### config.mk
export PLATFORM = sky130hd
export DESIGN_NAME = stopwatch_core
export DESIGN_NICKNAME = d
export VERILOG_FILES = /design/src/rtl/stopwatch_pkg.sv /design/src/rtl/stopwatch_core_tick_gen.sv /design/src/rtl/stopwatch_core.sv
export SDC_FILE = /design/constraint.sdc
export NUM_CORES = 1
export LEC_CHECK = 0
export CORE_ASPECT_RATIO = 0.5
export CORE_MARGIN = 2
export CORE_UTILIZATION = 55
export CTS_CLUSTER_DIAMETER = 60
export DETAILED_ROUTE_END_ITERATION = 10
export GPL_TIMING_DRIVEN = 1
export PLACE_DENSITY = 0.78
export SYNTH_ARGS = -nofsm -noshare
export SYNTH_HDL_FRONTEND = slang
export SYNTH_HIERARCHICAL = 1
export SYNTH_SLANG_ARGS = --single-unit
### constraint.sdc
create_clock -name clk_i -period 3.9 [get_ports clk_i]
set_input_delay 0.39 -clock clk_i [delete_from_list [all_inputs] [get_ports clk_i]]
set_output_delay 0.39 -clock clk_i [all_outputs]
set_load 0.01 [all_outputs]
### src/rtl/stopwatch_pkg.sv
// Shared types and constants for the stopwatch: FSM state encoding,
// BCD digit types, per-digit limits and the cascaded BCD increment helpers.
package stopwatch_pkg;

  typedef enum logic [1:0] {
    IDLE  = 2'd0,
    RUN   = 2'd1,
    PAUSE = 2'd2
  } state_t;

  typedef logic [3:0] bcd_t;
  typedef bcd_t [3:0] digits_t;

  // [0] tenths, [1] seconds ones, [2] seconds tens, [3] minutes
  localparam digits_t DIGIT_MAX = {4'd9, 4'd5, 4'd9, 4'd9};

  // ">=" rather than "==" so an out-of-range digit can never persist
  function automatic digits_t bcd_inc(input digits_t d);
    digits_t r;
    logic    carry;
    r     = d;
    carry = 1'b1;
    for (int i = 0; i < 4; i++) begin
      if (carry) begin
        if (d[i] >= DIGIT_MAX[i]) begin
          r[i] = 4'd0;
        end else begin
          r[i]  = d[i] + 4'd1;
          carry = 1'b0;
        end
      end
    end
    return r;
  endfunction

  function automatic logic bcd_all_max(input digits_t d);
    logic m;
    m = 1'b1;
    for (int i = 0; i < 4; i++) begin
      if (d[i] != DIGIT_MAX[i]) m = 1'b0;
    end
    return m;
  endfunction

endpackage

### src/rtl/stopwatch_core_tick_gen.sv
// Prescaler: counts TICK_CYCLES enabled cycles and flags the terminal one.
// Holds while en is low; clr zeroes it and suppresses the tick.
module tick_gen #(
  parameter int TICK_CYCLES = 10
) (
  input  logic clk,
  input  logic rst,
  input  logic en,
  input  logic clr,
  output logic tick
);

  localparam int CW = (TICK_CYCLES > 2) ? $clog2(TICK_CYCLES) : 1;
  localparam logic [CW-1:0] LAST = CW'(TICK_CYCLES - 1);

  logic [CW-1:0] cnt;

  assign tick = en && !clr && (cnt == LAST);

  always_ff @(posedge clk) begin
    if (rst || clr) begin
      cnt <= '0;
    end else if (en) begin
      cnt <= tick ? '0 : cnt + 1'b1;
    end
  end

endmodule

### src/rtl/stopwatch_core.sv
// Stopwatch core: run/pause FSM, cascaded BCD count m:ss.t, rollover pulse.
// Optional lap freeze of the displayed digits when STOPWATCH_LAP_EN is defined.
module stopwatch_core
  import stopwatch_pkg::*;
#(
  parameter int CLK_PERIOD_NS = 10,
  parameter int TICK_NS       = 100_000_000
) (
  input  logic    clk_i,
  input  logic    rst_i,
  input  logic    start_pulse_i,
  input  logic    clear_pulse_i,
  input  logic    lap_pulse_i,
  output digits_t digits_o,
  output logic    running_o,
  output logic    wrap_o
);

  localparam int TICK_CYCLES = TICK_NS / CLK_PERIOD_NS;

  state_t  state;
  digits_t count;
  logic    tick;
  logic    prescale_en;
  logic    prescale_clr;

  assign prescale_en  = (state == RUN);
  assign prescale_clr = clear_pulse_i || (state == IDLE);

  tick_gen #(
    .TICK_CYCLES(TICK_CYCLES)
  ) u_tick_gen (
    .clk (clk_i),
    .rst (rst_i),
    .en  (prescale_en),
    .clr (prescale_clr),
    .tick(tick)
  );

  // Clear outranks start/lap; a tick taken in the same cycle as a pause
  // still counts because the prescaler was enabled on that edge.
  always_ff @(posedge clk_i) begin
    if (rst_i) begin
      state     <= IDLE;
      count     <= '0;
      running_o <= 1'b0;
      wrap_o    <= 1'b0;
    end else begin
      wrap_o <= 1'b0;
      if (clear_pulse_i) begin
        state     <= IDLE;
        count     <= '0;
        running_o <= 1'b0;
      end else begin
        if (tick) begin
          count  <= bcd_inc(count);
          wrap_o <= bcd_all_max(count);
        end
        if (start_pulse_i) begin
          case (state)
            IDLE, PAUSE: begin
              state     <= RUN;
              running_o <= 1'b1;
            end
            RUN: begin
              state     <= PAUSE;
              running_o <= 1'b0;
            end
            default: begin
              state     <= IDLE;
              running_o <= 1'b0;
            end
          endcase
        end
      end
    end
  end

`ifdef STOPWATCH_LAP_EN
  logic    frozen;
  digits_t lap_count;

  // Lap toggles only while running; the snapshot survives a pause
  always_ff @(posedge clk_i) begin
    if (rst_i || clear_pulse_i) begin
      frozen <= 1'b0;
    end else if (lap_pulse_i && (state == RUN)) begin
      frozen <= !frozen;
    end
  end

  always_ff @(posedge clk_i) begin
    if (lap_pulse_i && (state == RUN) && !frozen) begin
      lap_count <= count;
    end
  end

  assign digits_o = frozen ? lap_count : count;
`else
  logic unused_lap;
  assign unused_lap = lap_pulse_i;
  assign digits_o   = count;
`endif

endmodule
==> run summary, run 1 <==
status -> completed
Synth cell types -> 51
pre-CTS setup slack -> 0.697 ns
hpwl dp -> 3330 um
worst setup path class -> input port to flip-flop
Simple-Gate Fraction of Synth Area -> 30.4%
diode count -> 0
Power Density -> 288 mW/mm^2
CORE AREA -> 0.00392 sq mm
worst min path class -> flip-flop to flip-flop
Clock Latency Late Sink -> 0.29 ns
post-synthesis register bit count -> 44
CP arrival -> 3.12 ns
Initial Util -> 57.8%
cts bufs inserted -> 5
fin crit share -> 75.1%
Largest stage delay, worst path -> 0.56 ns
Hold-fix buffers, CTS -> 0
CTS Sinks -> 44
final wirelength -> 4570 um
Seq/Total Area, Yosys -> 38.9%
DR pass1 iterations -> 4
worst-path fanout max -> 10
routed vias -> 1954
Final min period -> 2.93 ns
Remaining Overflow, GRT -> 0
first-pass GRT wire length -> 7970 um
crit path cell chain -> clkdlybuf4s50_1 > o21bai_1 > nor4b_1 > nand4_1 > nor3_1 > buf_4 > nand2_2 > nor4b_4 > o21ai_0 > a31o_1
worst slew pin tran -> 0.678 ns
mux contribution to synthesized area -> 1.77%
Die Wd -> 94.8 um
DR WL/cell -> 13.7 um
VDD IR max -> 0.000169 V
Synth top area share -> 38.9%
top_reg_cell synth -> dfxtp_1
largest cells by area after synthesis -> dfxtp_1 39%, ha_1 7.2%, xnor2_1 4.2%, nor2_1 4.1%, a21oi_1 3.5%
max_cap viols -> 0
# setup viols final -> 0
CTS Root Cell -> clkbuf_8
cell accounting for the most synthesized area -> dfxtp_1
Die ar. -> 0.00468 sq mm
Nets -> 298
Total GRT Usage -> 21.4%
CTS tree -> done
DP Area -> 0.00254 sq mm
Finished Cell Area -> 0.00264 sq mm
most frequent cells in the layout -> 44 x dfxtp_1, 25 x nor2_1, 21 x clkdlybuf4s50_1
post-synthesis adder-cell area fraction -> 7.17%
drc violations -> 0
compound-gate portion of the synthesized area -> 11.5%
Fin. Hold Viols -> 0
Vias/cell -> 5.83
maximum clock frequency -> 341 MHz
max-slew violation count -> 0
largest net degree at the start of global routing -> 16
die height -> 49.4 um
Synth async-reset ratio -> 0%
Clk pin slew, worst setup/hold paths -> 0.08 ns
post-cts sizing count -> 0
Layout Skew -> 0.00545 ns
crit end category -> flip-flop
Post-synth EDFFs -> 0
RSZ-0062 raised after global routing -> false
Static Leak -> 0.876 nW
commonest non-fill, non-tap cell in the layout -> dfxtp_1
Ys Warns -> 6
share of cells above drive strength 1 -> 9.25%
Mapped Cells -> 255
Port Buffer Count -> 21
Layout area overhead -> 16.4%
CP delay by family, top -> simple AND/OR/NAND/NOR gates
IO Count -> 23
htree depth -> 2
Final Core Density -> 67.3%
xor and xnor area share after synthesis -> 6.95%
setup TNS -> 0 ns
main combinational cell family by area after synthesis -> simple AND/OR/NAND/NOR gates
1st-iter DRT viols -> 73
Mapped Nets -> 273
Worst EP required -> 4.09 ns
Slew HR -> 54.6%
crit path max-delay cell type -> nor4b_4
vias in the first global route -> 1777
GP Congestion -> 0.858
antenna-violating nets left -> 0
Mapped Area -> 0.00227 sq mm
Post-CTS Setup Bufs -> 0
initial antenna violation count -> 0
Critical Path Source Type -> input port
Worst Slack Setup Final -> 0.971 ns
worst path bufs/invs -> 2
Clock Path Buffers -> 2
Core Rows -> 16
Syn Area/Cell -> 8.89 sq um
## path summary, 6_finish.rpt
| path | startpoint | to | slack, ns | cells past startpoint |
|---|---|---|---|---|
| worst max register to register | state[0] | digits_o[10] | 1.14 | 10 |
| worst min-delay path | running_o | running_o | 0.48 | 2 |
| worst min register to register | running_o | running_o | 0.48 | 2 |
| worst max-delay path | clear_pulse_i | digits_o[10] | 0.97 | 10 |
## power by group
part           switching, mW  internal, mW  total (mW)
clock                  0.148         0.144       0.292
sequential          0.000725         0.450       0.451
combinational         0.0101       0.00762      0.0177
## tightest hold or removal path: cells and delay by family, from the launching register on
family,cells,cell delay (ns)
AND/OR/NAND/NOR,1,0.06
flip-flops,1,0.31
AO/OA/AOI/OAI,1,0.06
## cell families (layout without fill, tap and decap cells)
kind of cell | count (synthesis) | after routing
AO/OA/AOI/OAI | 43 | 43
adder cells (fa/ha/maj) | 13 | 13
flip-flops | 44 | 44
buffers and inverters | 19 | 45
AND/OR/NAND/NOR | 114 | 114
multiplexers | 4 | 4
XOR/XNOR | 18 | 18
## stage by stage
step	hold slack, ns	power [mW]	cells
final	0.477	0.760	335
after floorplan	0.447	0.471	255
after detailed placement	0.466	0.479	327
after global placement	0.461	0.479	327
after global routing	0.515	0.793	335
after CTS	0.478	0.771	335
## synth_stat cells, types with 3 or more instances
cell      instances
nor4_1            7
nor2_1           25
nand4_1           9
inv_1            13
dfxtp_1          44
or3_1             8
nand2b_1          5
mux2i_1           4
ha_1             13
xor2_1            7
o21ai_0          11
buf_2             4
nor3_1            9
nand4b_1          3
xnor2_1          11
nand2_1          14
a21oi_1          16
nand3_1           7
o31ai_1           4
## state kept, by name, indices dropped and copies added (netlist names)
| register | flops |
|---|---|
| u_tick_gen/cnt | 24 |
| state | 2 |
| wrap_o | 1 |
| digits_o | 16 |
| running_o | 1 |
## per-layer routing
layer,up-vias,global-route usage [%],wire length (um)
met1,946,27.3,2120
met4,0,3.14,19
met2,37,36.6,2240
met5,-,0,0
met3,4,6.34,190
li1,967,-,-
## area by class of cell
cell class / count / area (sq um)
Inverter: 13 / 48.8
Multi-Input combinational cell: 192 / 1320
Clock buffer: 7 / 86.3
Timing Repair Buffer: 24 / 233
Tap cell: 54 / 67.6
Fill cell: 346 / 1280
Clock inverter: 1 / 7.51
Sequential cell: 44 / 881
No activity file was read; power rests on OpenSTA's default activity.
==> inputs of run 2 (changes only) <==
Clock period 3.9 ns to 3 ns, I/O delays scaled along.
==> run summary, run 2 (synthesized netlist as in run 1, its figures left out) <==
first-pass GRT wire length -> 7940 um (was 7970 um)
Final Core Density -> 67.7% (was 67.3%)
footprint of the multi-input gates -> 0.00132 sq mm (unchanged)
fin crit share -> 88.2%
Internal -> 0.761 mW (was 0.601 mW)
vias in the first global route -> 1816 (was 1777)
Worst R2R Start -> u_tick_gen/cnt[0] (was state[0])
Initial Util -> 57.8% (unchanged)
Biggest register -> u_tick_gen/cnt (unchanged)
diode count -> 0 (unchanged)
worst min path class -> flip-flop to flip-flop (unchanged)
setup TNS -> 0 ns (unchanged)
Fin. Hold Viols -> 0 (unchanged)
IO Count -> 23 (unchanged)
Worst Slack Setup Final -> 0.354 ns (was 0.971 ns)
Post-CTS Setup Bufs -> 0 (unchanged)
Core Rows -> 16 (unchanged)
Vias/cell -> 5.84 (was 5.83)
Final min period -> 2.65 ns
Power Density -> 373 mW/mm^2 (was 288 mW/mm^2)
maximum clock frequency -> 378 MHz
hpwl dp -> 3290 um (was 3330 um)
hold slack -> 0.485 ns (was 0.477 ns)
DR pass1 iterations -> 4 (unchanged)
Port Buffer Count -> 21 (unchanged)
GP Congestion -> 0.867 (was 0.858)
# setup viols final -> 0 (unchanged)
Sw Share -> 23.3% (was 20.9%)
cts bufs inserted -> 5 (unchanged)
crit path cell chain -> clkdlybuf4s50_1 > o21bai_1 > nor4b_1 > nand4_1 > nor3_1 > and2_2 > nand4b_1 > nor4_1 > a31o_2 (was clkdlybuf4s50_1 > o21bai_1 > nor4b_1 > nand4_1 > nor3_1 > buf_4 > nand2_2 > nor4b_4 > o21ai_0 > a31o_1)
die height -> 49.4 um (unchanged)
antenna-violating nets left -> 0 (unchanged)
CP startpoint -> clear_pulse_i (unchanged)
drc violations -> 0 (unchanged)
Critical Path Source Type -> input port (unchanged)
CP delay by family, top -> simple AND/OR/NAND/NOR gates (unchanged)
Die Wd -> 94.8 um (unchanged)
final non-filler cell total -> 336 (was 335)
1st-iter DRT viols -> 54 (was 73)
hold_sp -> running_o (unchanged)
Clock power frac -> 38.5% (was 38.4%)
Hold-fix buffers, CTS -> 0 (unchanged)
final wirelength -> 4620 um (was 4570 um)
pre-CTS setup slack -> 0.0677 ns (was 0.697 ns)
Slew HR -> 59.5% (was 54.6%)
RSZ-0062 raised after global routing -> false (unchanged)
FF+latch area -> 881 sq um (unchanged)
max-slew violation count -> 0 (unchanged)
R2R setup slack -> 0.38 ns (was 1.14 ns)
Nets -> 299 (was 298)
Layout Skew -> 0.0112 ns (was 0.00545 ns)
status -> completed (unchanged)
initial antenna violation count -> 0 (unchanged)
worst slew pin tran -> 0.606 ns (was 0.678 ns)
Static Leak -> 0.884 nW (was 0.876 nW)
Clock Latency Late Sink -> 0.30 ns (was 0.29 ns)
fill count -> 338 (was 346)
crit end category -> flip-flop (unchanged)
max reg flops -> 24 (unchanged)
most frequent cells in the layout -> 44 x dfxtp_1, 25 x nor2_1, 21 x clkdlybuf4s50_1 (unchanged)
VDD IR max -> 0.000193 V (was 0.000169 V)
crit path max-delay cell type -> clkdlybuf4s50_1 (was nor4b_4)
Die ar. -> 0.00468 sq mm (unchanged)
post-cts sizing count -> 0 (unchanged)
CTS Sinks -> 44 (unchanged)
share of cells above drive strength 1 -> 9.93% (was 9.25%)
Clk pin slew, worst setup/hold paths -> 0.08 ns (about the same)
largest net degree at the start of global routing -> 19 (was 16)
Cells after DPL -> 328 (was 327)
CTS Root Cell -> clkbuf_8 (unchanged)
fraction of power consumed by combinational cells -> 2.4% (was 2.3%)
CORE AREA -> 0.00392 sq mm (unchanged)
CP arrival -> 2.89 ns (was 3.12 ns)
CTS tree -> done (unchanged)
DR WL/cell -> 13.7 um (about the same)
Clock Path Buffers -> 2 (unchanged)
worst-path fanout max -> 6 (was 10)
Total GRT Usage -> 21.3% (was 21.4%)
Worst EP required -> 3.24 ns (was 4.09 ns)
worst setup path class -> input port to flip-flop (unchanged)
worst path bufs/invs -> 1 (was 2)
Reg power frac -> 59.1% (was 59.3%)
commonest non-fill, non-tap cell in the layout -> dfxtp_1 (unchanged)
P_sw -> 0.231 mW (was 0.159 mW)
Remaining Overflow, GRT -> 0 (unchanged)
routed vias -> 1962 (was 1954)
max_cap viols -> 0 (unchanged)
htree depth -> 2 (unchanged)
Layout area overhead -> 17.2% (was 16.4%)
Largest stage delay, worst path -> 0.43 ns (was 0.56 ns)
## run 2: cell count changes in the layout (fill, tap and decap cells not counted)
cell / delta
buf_12: +1
clkbuf_1: -1
clkbuf_8: -1
clkinv_4: +1
clkinvlp_4: +1
## run 2: path summary, 6_finish.rpt
kind / to / cells after the start
max: digits_o[15] / 9
min reg2reg: running_o / 2
min: running_o / 2
max reg2reg: digits_o[15] / 8
## run 2: metrics by stage
| stage | power (mW) | area, sq um |
|---|---|---|
| global placement | 0.623 | 2560 |
| detailed placement | 0.624 | 2560 |
| finish | 0.992 | 2660 |
| floorplan | 0.612 | 2270 |
| global route | 1.04 | 2660 |
| CTS | 0.998 | 2660 |
## run 2: power by group through the flow
stage               combinational (mW)  clock, mW  sequential, mW
global placement                0.0236          0           0.600
global route                    0.0259      0.423           0.586
detailed placement              0.0239          0           0.600
CTS                             0.0239      0.389           0.586
finish                          0.0237      0.382           0.586
floorplan                       0.0125          0           0.600
## run 2: layout make-up
cell class | instances | area share [%]
tap | 54 | 2.54
multi-input combinational | 192 | 49.5
clock inverter | 3 | 0.895
inverter | 13 | 1.84
clock buffer | 5 | 2.59
timing repair buffer | 25 | 9.51
sequential | 44 | 33.1
## run 2: layer usage
| metal | vias up | share of wire (%) | global-route usage [%] |
|---|---|---|---|
| met5 | - | 0 | 0 |
| met4 | 0 | 0.78 | 4.83 |
| met3 | 6 | 4.0 | 5.72 |
| met2 | 30 | 47 | 34.9 |
| met1 | 956 | 48 | 28.1 |
| li1 | 970 | - | - |
## run 2: worst register-to-register path: cells and delay by family (launching register included)
family                     cells  cell delay (ns)
and+or+nand+nor                6             1.79
DFF                            1             0.40
adders and majority gates      1             0.22
AOI/OAI and AO/OA              1             0.14
==> inputs of run 3 (changes only) <==
Settings changed: RECOVER_POWER set to 25.
==> run summary, run 3 (synthesized netlist as in run 1, its figures left out) <==
1st-iter DRT viols -> 53 (was 54)
worst setup path class -> input port to flip-flop (unchanged)
GP Congestion -> 0.867 (unchanged)
htree depth -> 2 (unchanged)
final wirelength -> 4640 um (was 4620 um)
diode count -> 0 (unchanged)
initial antenna violation count -> 0 (unchanged)
antenna-violating nets left -> 0 (unchanged)
Port Buffer Count -> 21 (unchanged)
R2R cell count -> 8 (unchanged)
crit end category -> flip-flop (unchanged)
Remaining Overflow, GRT -> 0 (unchanged)
Final min period -> 2.65 ns (about the same)
Static Leak -> 0.914 nW (was 0.884 nW)
CTS tree -> done (unchanged)
status -> completed (unchanged)
Min-Delay Endpoint -> running_o (unchanged)
Die Wd -> 94.8 um (unchanged)
hold_sp -> running_o (unchanged)
hpwl dp -> 3290 um (unchanged)
Vias/cell -> 5.85 (was 5.84)
max_cap viols -> 0 (unchanged)
Biggest register -> u_tick_gen/cnt (unchanged)
post-cts sizing count -> 0 (unchanged)
IO Count -> 23 (unchanged)
RSZ-0062 raised after global routing -> false (unchanged)
routed vias -> 1966 (was 1962)
Layout area overhead -> 17.1% (was 17.2%)
CORE AREA -> 0.00392 sq mm (unchanged)
# setup viols final -> 0 (unchanged)
max reg flops -> 24 (unchanged)
Worst R2R Start -> u_tick_gen/cnt[0] (unchanged)
R2R setup slack -> 0.37 ns (was 0.38 ns)
Clock Latency Late Sink -> 0.30 ns (about the same)
Die ar. -> 0.00468 sq mm (unchanged)
Critical Path Source Type -> input port (unchanged)
metal2 WL -> 2190 um (was 2180 um)
Layout Skew -> 0.0114 ns (was 0.0112 ns)
share of cells above drive strength 1 -> 9.22% (was 9.93%)
CP arrival -> 2.89 ns (about the same)
most frequent cells in the layout -> 44 x dfxtp_1, 25 x nor2_1, 16 x a21oi_1 (was 44 x dfxtp_1, 25 x nor2_1, 21 x clkdlybuf4s50_1)
Total GRT Usage -> 21.3% (unchanged)
maximum clock frequency -> 377 MHz (was 378 MHz)
VDD IR max -> 0.000193 V (about the same)
commonest non-fill, non-tap cell in the layout -> dfxtp_1 (unchanged)
die height -> 49.4 um (unchanged)
Power Density -> 373 mW/mm^2 (about the same)
Crit Reg-Reg Endpoint -> digits_o[15] (unchanged)
worst-path fanout max -> 6 (unchanged)
Clk pin slew, worst setup/hold paths -> 0.08 ns (about the same)
CTS Root Cell -> clkbuf_8 (unchanged)
Slew HR -> 41.7% (was 59.5%)
setup TNS -> 0 ns (unchanged)
DR pass1 iterations -> 4 (unchanged)
max-slew violation count -> 0 (unchanged)
M1 WL -> 2240 um (was 2220 um)
Hold-fix buffers, CTS -> 0 (unchanged)
Fin. Hold Viols -> 0 (unchanged)
Post-CTS Setup Bufs -> 0 (unchanged)
fin crit share -> 88.4% (was 88.2%)
worst min path class -> flip-flop to flip-flop (unchanged)
Nets -> 299 (unchanged)
drc violations -> 0 (unchanged)
DR WL/cell -> 13.8 um (was 13.7 um)
WL met3 -> 183 um (unchanged)
cts bufs inserted -> 5 (unchanged)
worst slew pin tran -> 0.875 ns (was 0.606 ns)
hold depth -> 2 (unchanged)
first-pass GRT wire length -> 7940 um (unchanged)
pre-CTS setup slack -> 0.0677 ns (unchanged)
CTS Sinks -> 44 (unchanged)
Clock Path Buffers -> 2 (unchanged)
top sig layer -> met4 (unchanged)
Worst EP required -> 3.24 ns (about the same)
Core Rows -> 16 (unchanged)
Worst Slack Setup Final -> 0.348 ns (was 0.354 ns)
vias in the first global route -> 1816 (unchanged)
Initial Util -> 57.8% (unchanged)
largest net degree at the start of global routing -> 19 (unchanged)
==> run 3: worst max path at each step <==
stage | startpoint | to | slack [ns] | cells past startpoint
floorplan | state[0] | digits_o[10] | 0.13 | 8
global placement | clear_pulse_i | digits_o[15] | 0.12 | 9
detailed placement | clear_pulse_i | digits_o[15] | 0.07 | 10
CTS | clear_pulse_i | digits_o[15] | 0.37 | 9
global route | clear_pulse_i | digits_o[15] | 0.17 | 9
finish | clear_pulse_i | digits_o[15] | 0.35 | 9
==> run 3: report_power, final <==
part | internal [mW] | switching (mW) | leakage [nW]
sequential | 0.585 | 0.000958 | 0.355
combinational | 0.00939 | 0.0132 | 0.519
clock | 0.165 | 0.216 | 0.0404
total | 0.759 | 0.231 | 0.914
==> run 3: critical path, cell delays in order <==
cell             delay [ns]
clkdlybuf4s50_1        0.43
o21bai_1               0.25
nor4b_1                0.27
nand4_1                0.22
nor3_1                 0.41
and2_2                 0.25
nand4b_1               0.26
nor4_1                 0.35
a31o_2                 0.14
==> run 3: area by class of cell <==
class,instances,area [sq um]
clock inverters,3,23.8
repair buffers,25,249
clock buffers,5,68.8
well taps,54,67.6
flip-flops and latches,44,881
multi-input cells,192,1320
fillers,340,1270
inverters,13,48.8
==> run 3: routing by layer <==
layer  GRT usage [%]  vias to the layer above
met2            34.9                       31
met4            4.83                        0
met1            28.1                      957
met3            5.72                        6
met5               0                        -
li1                -                      972
==> run 3: metrics by stage <==
step                      utilization [%]  cells  instance area, sq um  power (mW)  hold WS, ns
after floorplan                         -    255                  2270       0.612        0.377
after global placement               65.4    328                  2560       0.623        0.461
after detailed placement             65.4    328                  2560       0.624        0.471
after CTS                            67.7    336                  2660       0.998        0.487
after global routing                 67.6    336                  2650        1.03        0.522
final                                67.6    336                  2650       0.990        0.482
